### src/rtl/arb_pkg.sv
// Shared types, sizes and the round-robin pick function for the
// four-way decoded arbiter.
package arb_pkg;

  localparam int NUM_REQ = 4;
  localparam int IDX_W   = 2;

  typedef enum logic {
    IDLE = 1'b0,
    BUSY = 1'b1
  } arb_state_t;

  // Scan ptr, ptr+1, ptr+2, ptr+3 (2-bit wrap) and return the first
  // requester found. The result is only meaningful when req is non-zero.
  function automatic logic [IDX_W-1:0] rr_pick(input logic [NUM_REQ-1:0] req,
                                               input logic [IDX_W-1:0]   ptr);
    logic [IDX_W-1:0] winner;
    logic [IDX_W-1:0] cand;
    logic             found;
    winner = ptr;
    found  = 1'b0;
    for (int off = 0; off < NUM_REQ; off++) begin
      cand = ptr + IDX_W'(off);
      if (!found && req[cand]) begin
        winner = cand;
        found  = 1'b1;
      end
    end
    return winner;
  endfunction

endpackage

### src/rtl/dec2to4_onehot.sv
// 2-to-4 one-hot decoder with enable; all outputs low when disabled.
module dec2to4_onehot
  import arb_pkg::*;
(
  input  logic [IDX_W-1:0]   idx,
  input  logic               en,
  output logic [NUM_REQ-1:0] y
);

  // Raise exactly the selected line when enabled.
  always_comb begin
    y = '0;
    if (en) begin
      y[idx] = 1'b1;
    end
  end

endmodule

### src/rtl/rr_decode_arbiter.sv
// Four-way round-robin arbiter. The winner is held as a registered 2-bit
// index and decoded to a one-hot grant. An owner keeps the grant until it
// drops its request or the hold-timeout forces a release; every release is
// followed by one idle arbitration cycle.
module rr_decode_arbiter
  import arb_pkg::*;
#(
  parameter int MAX_HOLD = 16
) (
  input  logic               clk,
  input  logic               rst_n,
  input  logic [NUM_REQ-1:0] req,
  output logic [NUM_REQ-1:0] grant,
  output logic [IDX_W-1:0]   grant_idx,
  output logic               grant_valid,
  output logic               timeout
);

  localparam int              CNT_W       = (MAX_HOLD > 0) ? $clog2(MAX_HOLD + 1) : 1;
  localparam int              HOLD_LAST_I = (MAX_HOLD > 0) ? MAX_HOLD - 1 : 0;
  localparam logic [CNT_W-1:0] HOLD_LAST  = CNT_W'(HOLD_LAST_I);
  localparam logic            TIMEOUT_EN  = (MAX_HOLD > 0);

  arb_state_t       state_q, state_d;
  logic [IDX_W-1:0] ptr_q, ptr_d;
  logic [IDX_W-1:0] idx_q, idx_d;
  logic [CNT_W-1:0] cnt_q, cnt_d;
  logic             timeout_q, timeout_d;
  logic [IDX_W-1:0] winner;

  // State, pointer, owner index, hold counter and timeout pulse registers.
  always_ff @(posedge clk or negedge rst_n) begin
    if (!rst_n) begin
      state_q   <= IDLE;
      ptr_q     <= '0;
      idx_q     <= '0;
      cnt_q     <= '0;
      timeout_q <= 1'b0;
    end else begin
      state_q   <= state_d;
      ptr_q     <= ptr_d;
      idx_q     <= idx_d;
      cnt_q     <= cnt_d;
      timeout_q <= timeout_d;
    end
  end

  // Arbitrate in IDLE; in BUSY track tenure and decide voluntary or forced release.
  always_comb begin
    state_d   = state_q;
    ptr_d     = ptr_q;
    idx_d     = idx_q;
    cnt_d     = cnt_q;
    timeout_d = 1'b0;
    winner    = rr_pick(req, ptr_q);
    case (state_q)
      IDLE: begin
        if (|req) begin
          idx_d   = winner;
          ptr_d   = winner + IDX_W'(1);
          cnt_d   = '0;
          state_d = BUSY;
        end
      end
      BUSY: begin
        if (!req[idx_q]) begin
          state_d = IDLE;
        end else if (TIMEOUT_EN && (cnt_q == HOLD_LAST)) begin
          state_d   = IDLE;
          timeout_d = 1'b1;
        end else if (cnt_q != '1) begin
          cnt_d = cnt_q + CNT_W'(1);
        end
      end
      default: begin
        state_d = IDLE;
      end
    endcase
  end

  assign grant_valid = (state_q == BUSY);
  assign grant_idx   = idx_q;
  assign timeout     = timeout_q;

  dec2to4_onehot u_dec (
    .idx (idx_q),
    .en  (grant_valid),
    .y   (grant)
  );

endmodule

### config.mk
export PLATFORM = sky130hd
export DESIGN_NAME = rr_decode_arbiter
export DESIGN_NICKNAME = d
export VERILOG_FILES = /design/src/rtl/arb_pkg.sv /design/src/rtl/dec2to4_onehot.sv /design/src/rtl/rr_decode_arbiter.sv
export SDC_FILE = /design/constraint.sdc
export NUM_CORES = 1
export LEC_CHECK = 0
export CORE_UTILIZATION = 43
export DETAILED_ROUTE_END_ITERATION = 7
export PLACE_DENSITY = 0.72
export SETUP_SLACK_MARGIN = 0.1
export SLEW_MARGIN = 25
export SYNTH_ARGS = -nofsm -noshare
export SYNTH_HDL_FRONTEND = slang
export SYNTH_SLANG_ARGS = --single-unit
### constraint.sdc
create_clock -name clk -period 1.68 [get_ports clk]
set_input_delay 0.252 -clock clk [delete_from_list [all_inputs] [get_ports clk]]
set_output_delay 0.252 -clock clk [all_outputs]
set_load 0.01 [all_outputs]
# Word-level counts from Yosys, hierarchy flattened
# Index checks and enable logic that the tools add are counted.
# totals
register_bits,11
latch_bits,0
mem_bits_rw,0
romBits,0
input_bits,6
out_inout_bits,8
elab_cells,64
mem_count,0
# classes
n_addsub,5
n_mul,0
div_mod_pow,0
order_cmp,6
eq_ne,6
shifts,0
mux,31
bitwise,1
n_reduce_logical,10
# op_table
operator,count
5-bit 2-to-1 mux,4
"2-bit by 3-bit less-than comparator with 1-bit output, second input constant",5
1-bit 2-to-1 mux,15
1-bit binary-select mux with 2-bit select,5
5-bit one-hot mux with 2 select lines,1
2-bit 2-to-1 mux,3
"5-bit by 1-bit adder with 5-bit output, second input constant",1
"5-bit by 4-bit equality test with 1-bit output, second input constant",1
"5-bit != test, second input constant",1
"2-bit by 1-bit adder with 2-bit output, second input constant",2
"2-bit adder, second input constant",2
1-bit logical AND,4
4-bit 2-to-1 mux,1
"2-bit by 1-bit != test with 1-bit output, second input constant",2
"2-bit != test, second input constant",2
4-bit AND reduction,1
4-bit OR reduction,1
1-bit zero test,3
1-bit demux with 2-bit select,1
"2-bit by 1-bit >= comparator with 1-bit output, second input constant",1
1-bit one-hot mux with 2 select lines,1
2-bit AND reduction,1
1-bit NOT,1

# Logic depth before layout (Yosys ltp)
# logic_depth
depth_word,13
mapped_depth,8
depth_no_buf,8

# Cells and area by module
# A second synthesis with hierarchy kept.
# hier_totals
hier_cells,70
area_unflattened_um2,684.4
# by_module_without_submodules
mod,instances,cells_per_inst,area_per_inst_um2,seq_area_each_um2
rr_decode_arbiter,1,66,646.9,275.3
dec2to4_onehot,1,4,37.5,0.0

# Worst setup path before layout
# No wires, ideal clock.
# synth_path
path_type,register to register
startpoint,register cnt_q[0]
endpoint,register cnt_q[3]
setup_ns,0.077
arrival_time_ns,1.741
required_time_ns,1.603
slack_ns,-0.138
stages_incl_launch_ff,8
n_path_buf,0
synth_period_minus_slack_ns,1.818
cell_sequence,dfrtp_1 > ha_1 > and3_1 > ha_1 > nor2_1 > nand3_4 > or3_1 > a21oi_1
# synth_via
elab_chain_len,5
elab_cells_between_ends,10
cone_classes,add/sub: 1; eq/ne: 4; mux: 4; reduce/logical: 1
# synth_lines
item,line,source
start: declaration,rr_decode_arbiter.sv:27,"logic [CNT_W-1:0] cnt_q, cnt_d;"
start signal: assignment,rr_decode_arbiter.sv:43,cnt_q <= cnt_d;
5-bit by 1-bit adder with 5-bit output,rr_decode_arbiter.sv:72,cnt_d = cnt_q + CNT_W'(1);
5-bit 2-to-1 mux,rr_decode_arbiter.sv:71,end else if (cnt_q != '1) begin
5-bit 2-to-1 mux,rr_decode_arbiter.sv:68,end else if (TIMEOUT_EN && (cnt_q == HOLD_LAST)) begin
5-bit 2-to-1 mux,rr_decode_arbiter.sv:66,if (!req[idx_q]) begin
5-bit one-hot mux with 2 select lines,rr_decode_arbiter.sv:56,case (state_q)
# Parallel ways exist; a longest one is shown, timed or not. The select of a mux whose other input is x is not followed.
# A chain may end at the register's enable or synchronous reset.

# Final worst setup path
# Ends and elaborated chain as after synthesis.

==> metrics.txt <==
status=finished, violations left; failing checks=negative setup slack; Slew Viols, Final=0; WL/cell=14.3 um; Final ANT Viol Nets=0; Max-Cap Viols=0; pre-CTS setup slack=-0.122 ns; Reg power frac=0.260; clk_skew=0.00386 ns; Overflow after GRT=0; RSZ-0062 raised after global routing=true; Synth area leader=dfrtp_1; worst path bufs/invs=0; endpoints failing setup=2; Final Hold Viols=0; Ys Warns=0; Max clock buf depth=2; Post-CTS Hold Fix Bufs=0; switch share=0.377; Syn Inst Count=71; post-synthesis sequential area ratio=0.419; vias per cell=5.65; Synth cell types=28; routed vias=701; CP required=1.88 ns; switching power=637 uW; Die X=41.1 um; post-DP HPWL=1170 um; first-pass GRT wire length=2680 um; CTS Buf Count=3; Initial DRC Count=20; core area=1370 um2; startpoint types=flop; dpl cell area=945 um2; Synth Register Bits=11; nets=119; Comb pwr share=0.631; Pwr Density=1530 nW/um2; share of layout cells above drive strength 1=0.431; H-tree depth=1; Tightest Pin Transition=0.508 ns; worst setup path class=reg -> reg; area of the mapped netlist=657 um2; Final WS setup=-0.0197 ns; Initial Utilization=0.481; Slew HR=0.660; cell row count=13; CP delay by family, top=simple AND/OR/NAND/NOR gates; ant diodes=0; VDD IR max=0.000920 V; IO Count=14; First-pass DRT Iterations=4; Port Buf Inserts=13; Highest Clock Rate=588 MHz; clk_lat worst skew=0.27 ns; Worst Hold Class=in -> async; Die Ht=41.1 um; CP arrival=1.90 ns; critical-path cell list=ha_2 -> and3_4 -> ha_4 -> nor2_4 -> nand3_4 -> or3_4 -> a21oi_2; Reg-to-Reg Start=cnt_q[0]; Internal=1050 uW; initial antenna violation count=0; Area contributors post-synth=dfrtp_1 42%, ha_1 5.7%, a21oi_1 4.6%; CTS tree=built; Worst-path clk slew=0.07 ns; vias in the first global route=631; crit end category=flop; Pwr Total=1690 uW; cell at the slowest stage of the critical path=dfrtp_1; setup tns final=-0.0243 ns; final instance area=1110 um2; CP Max Fanout=2; gpl congestion=0.848; Core Util, Final=0.810; Worst path max stage delay=0.39 ns; Remaining DRCs=0; Tcrit/Tclk final=1.01; P&R area growth vs syn=68.4%; Post-Route WL=1780 um; cell count of the worst reg-to-reg path=7; clk sinks=11; post-synth top area share=0.419; flop-to-flop setup slack=-0.02 ns; root buffer cell=clkbuf_4; post-route minimum period=1.70 ns; Mean Syn Cell Area=9.25 um2; r2r endpoint=cnt_q[3]; pin count of the biggest net entering global routing=12; Levels on crit path=7; clock share of power=0.109; gr usage total=0.255; Leak Pwr=0.000506 uW; Synth Net Count=80; full die area=1690 um2
worst max-delay path by stage:
stage	startpoint	to	slack, ns
2_1_floorplan	cnt_q[1]	cnt_q[3]	0.06
3_3_place_gp	req[2]	ptr_q[1]	-0.09
3_5_place_dp	req[2]	ptr_q[1]	-0.12
4_1_cts	cnt_q[1]	cnt_q[3]	-0.007
5_1_grt	grant_idx[0]	cnt_q[2]	-0.07
6_report	cnt_q[0]	cnt_q[3]	-0.02
cell type report:
class	instances	area, um2
clock buffer	4	26.3
sequential	11	277
multi-input combinational	53	443
inverter	6	22.5
timing repair buffer	35	319
tap	15	18.8
fill	80	260
cells in the final DEF, fill, tap and decap left out, types with 2 or more instances in the layout:
master,n
a21oi_1,5
and3_2,2
buf_12,2
buf_4,19
clkbuf_4,3
clkdlybuf4s50_1,8
dfrtp_1,10
dlygate4sd2_1,2
ha_4,2
inv_1,6
nand2_1,5
nand2b_1,2
nand3_1,2
nand3_2,2
nor2_1,4
nor2_4,2
o21ai_0,3
o21ai_1,3
o22ai_1,2
cells by family (layout without fill, tap and decap cells):
family                     Yosys count  in the layout  synth area share
buffers and inverters                7             45            0.0400
and+or+nand+nor                     28             28             0.246
adders and majority gates            3              3            0.0571
muxes                                2              2            0.0495
DFF                                 11             11             0.419
xor gates and xnor gates             1              1            0.0133
AOI/OAI and AO/OA                   19             19             0.175
power by group through the flow:
| stage | logic, uW | clock network (uW) | registers, uW |
|---|---|---|---|
| after global placement | 788 | 0 | 450 |
| final | 1070 | 185 | 439 |
| after CTS | 995 | 189 | 428 |
| after global routing | 1170 | 196 | 444 |
| after floorplan | 373 | 0 | 466 |
| after detailed placement | 805 | 0 | 454 |
registers in the layout, indices dropped and copies added (netlist names):
name and count:
cnt_q 5, grant_idx 2, ptr_q 2, grant_valid 1, timeout 1
metrics by stage:
step / hold slack (ns) / cells
2_1_floorplan: -0.0436 / 71
3_3_place_gp: 0.545 / 110
3_5_place_dp: 0.560 / 110
4_1_cts: 0.333 / 120
5_1_grt: 0.364 / 124
6_report: 0.317 / 124
cell usage after synthesis:
| cell type | number |
|---|---|
| inv_1 | 6 |
| and3_1 | 1 |
| or2_2 | 1 |
| ha_1 | 3 |
| xnor2_1 | 1 |
| or3_1 | 2 |
| dfrtp_1 | 11 |
| a22oi_1 | 1 |
| and3_2 | 2 |
| nor3b_1 | 1 |
| nor4_1 | 1 |
| and3b_2 | 1 |
| o21ai_0 | 6 |
| nand3_1 | 4 |
| clkbuf_1 | 1 |
| a21o_2 | 1 |
| o32ai_1 | 1 |
| nand2b_1 | 2 |
| nor2b_1 | 1 |
| nor2_1 | 6 |
| mux4_2 | 1 |
| nand2_1 | 5 |
| o22ai_1 | 2 |
| o221ai_1 | 1 |
| o31a_1 | 1 |
| nand3_4 | 1 |
| a21oi_1 | 6 |
| mux2i_1 | 1 |
metal layers:
layer	wire, um	track usage	up-vias
met3	106	0.0326	8
met1	754	0.318	321
met5	0	0	-
li1	-	-	338
met4	36	0.150	0
met2	879	0.414	34
worst register-to-register path: stages, from the launching register on:
cell,delay [ns]
dfrtp_1,0.39
ha_2,0.19
and3_4,0.20
ha_4,0.17
nor2_4,0.12
nand3_4,0.08
or3_4,0.33
a21oi_2,0.14
repair_timing:
item | CTS | global route
pin swaps | 7 | 7
resized for setup | 13 | 10
hold endpoints to repair | 0 | 0
buffers inserted | 6 | 4
setup endpoints to repair | 7 | 10
Power figures use the tool's default switching activity.
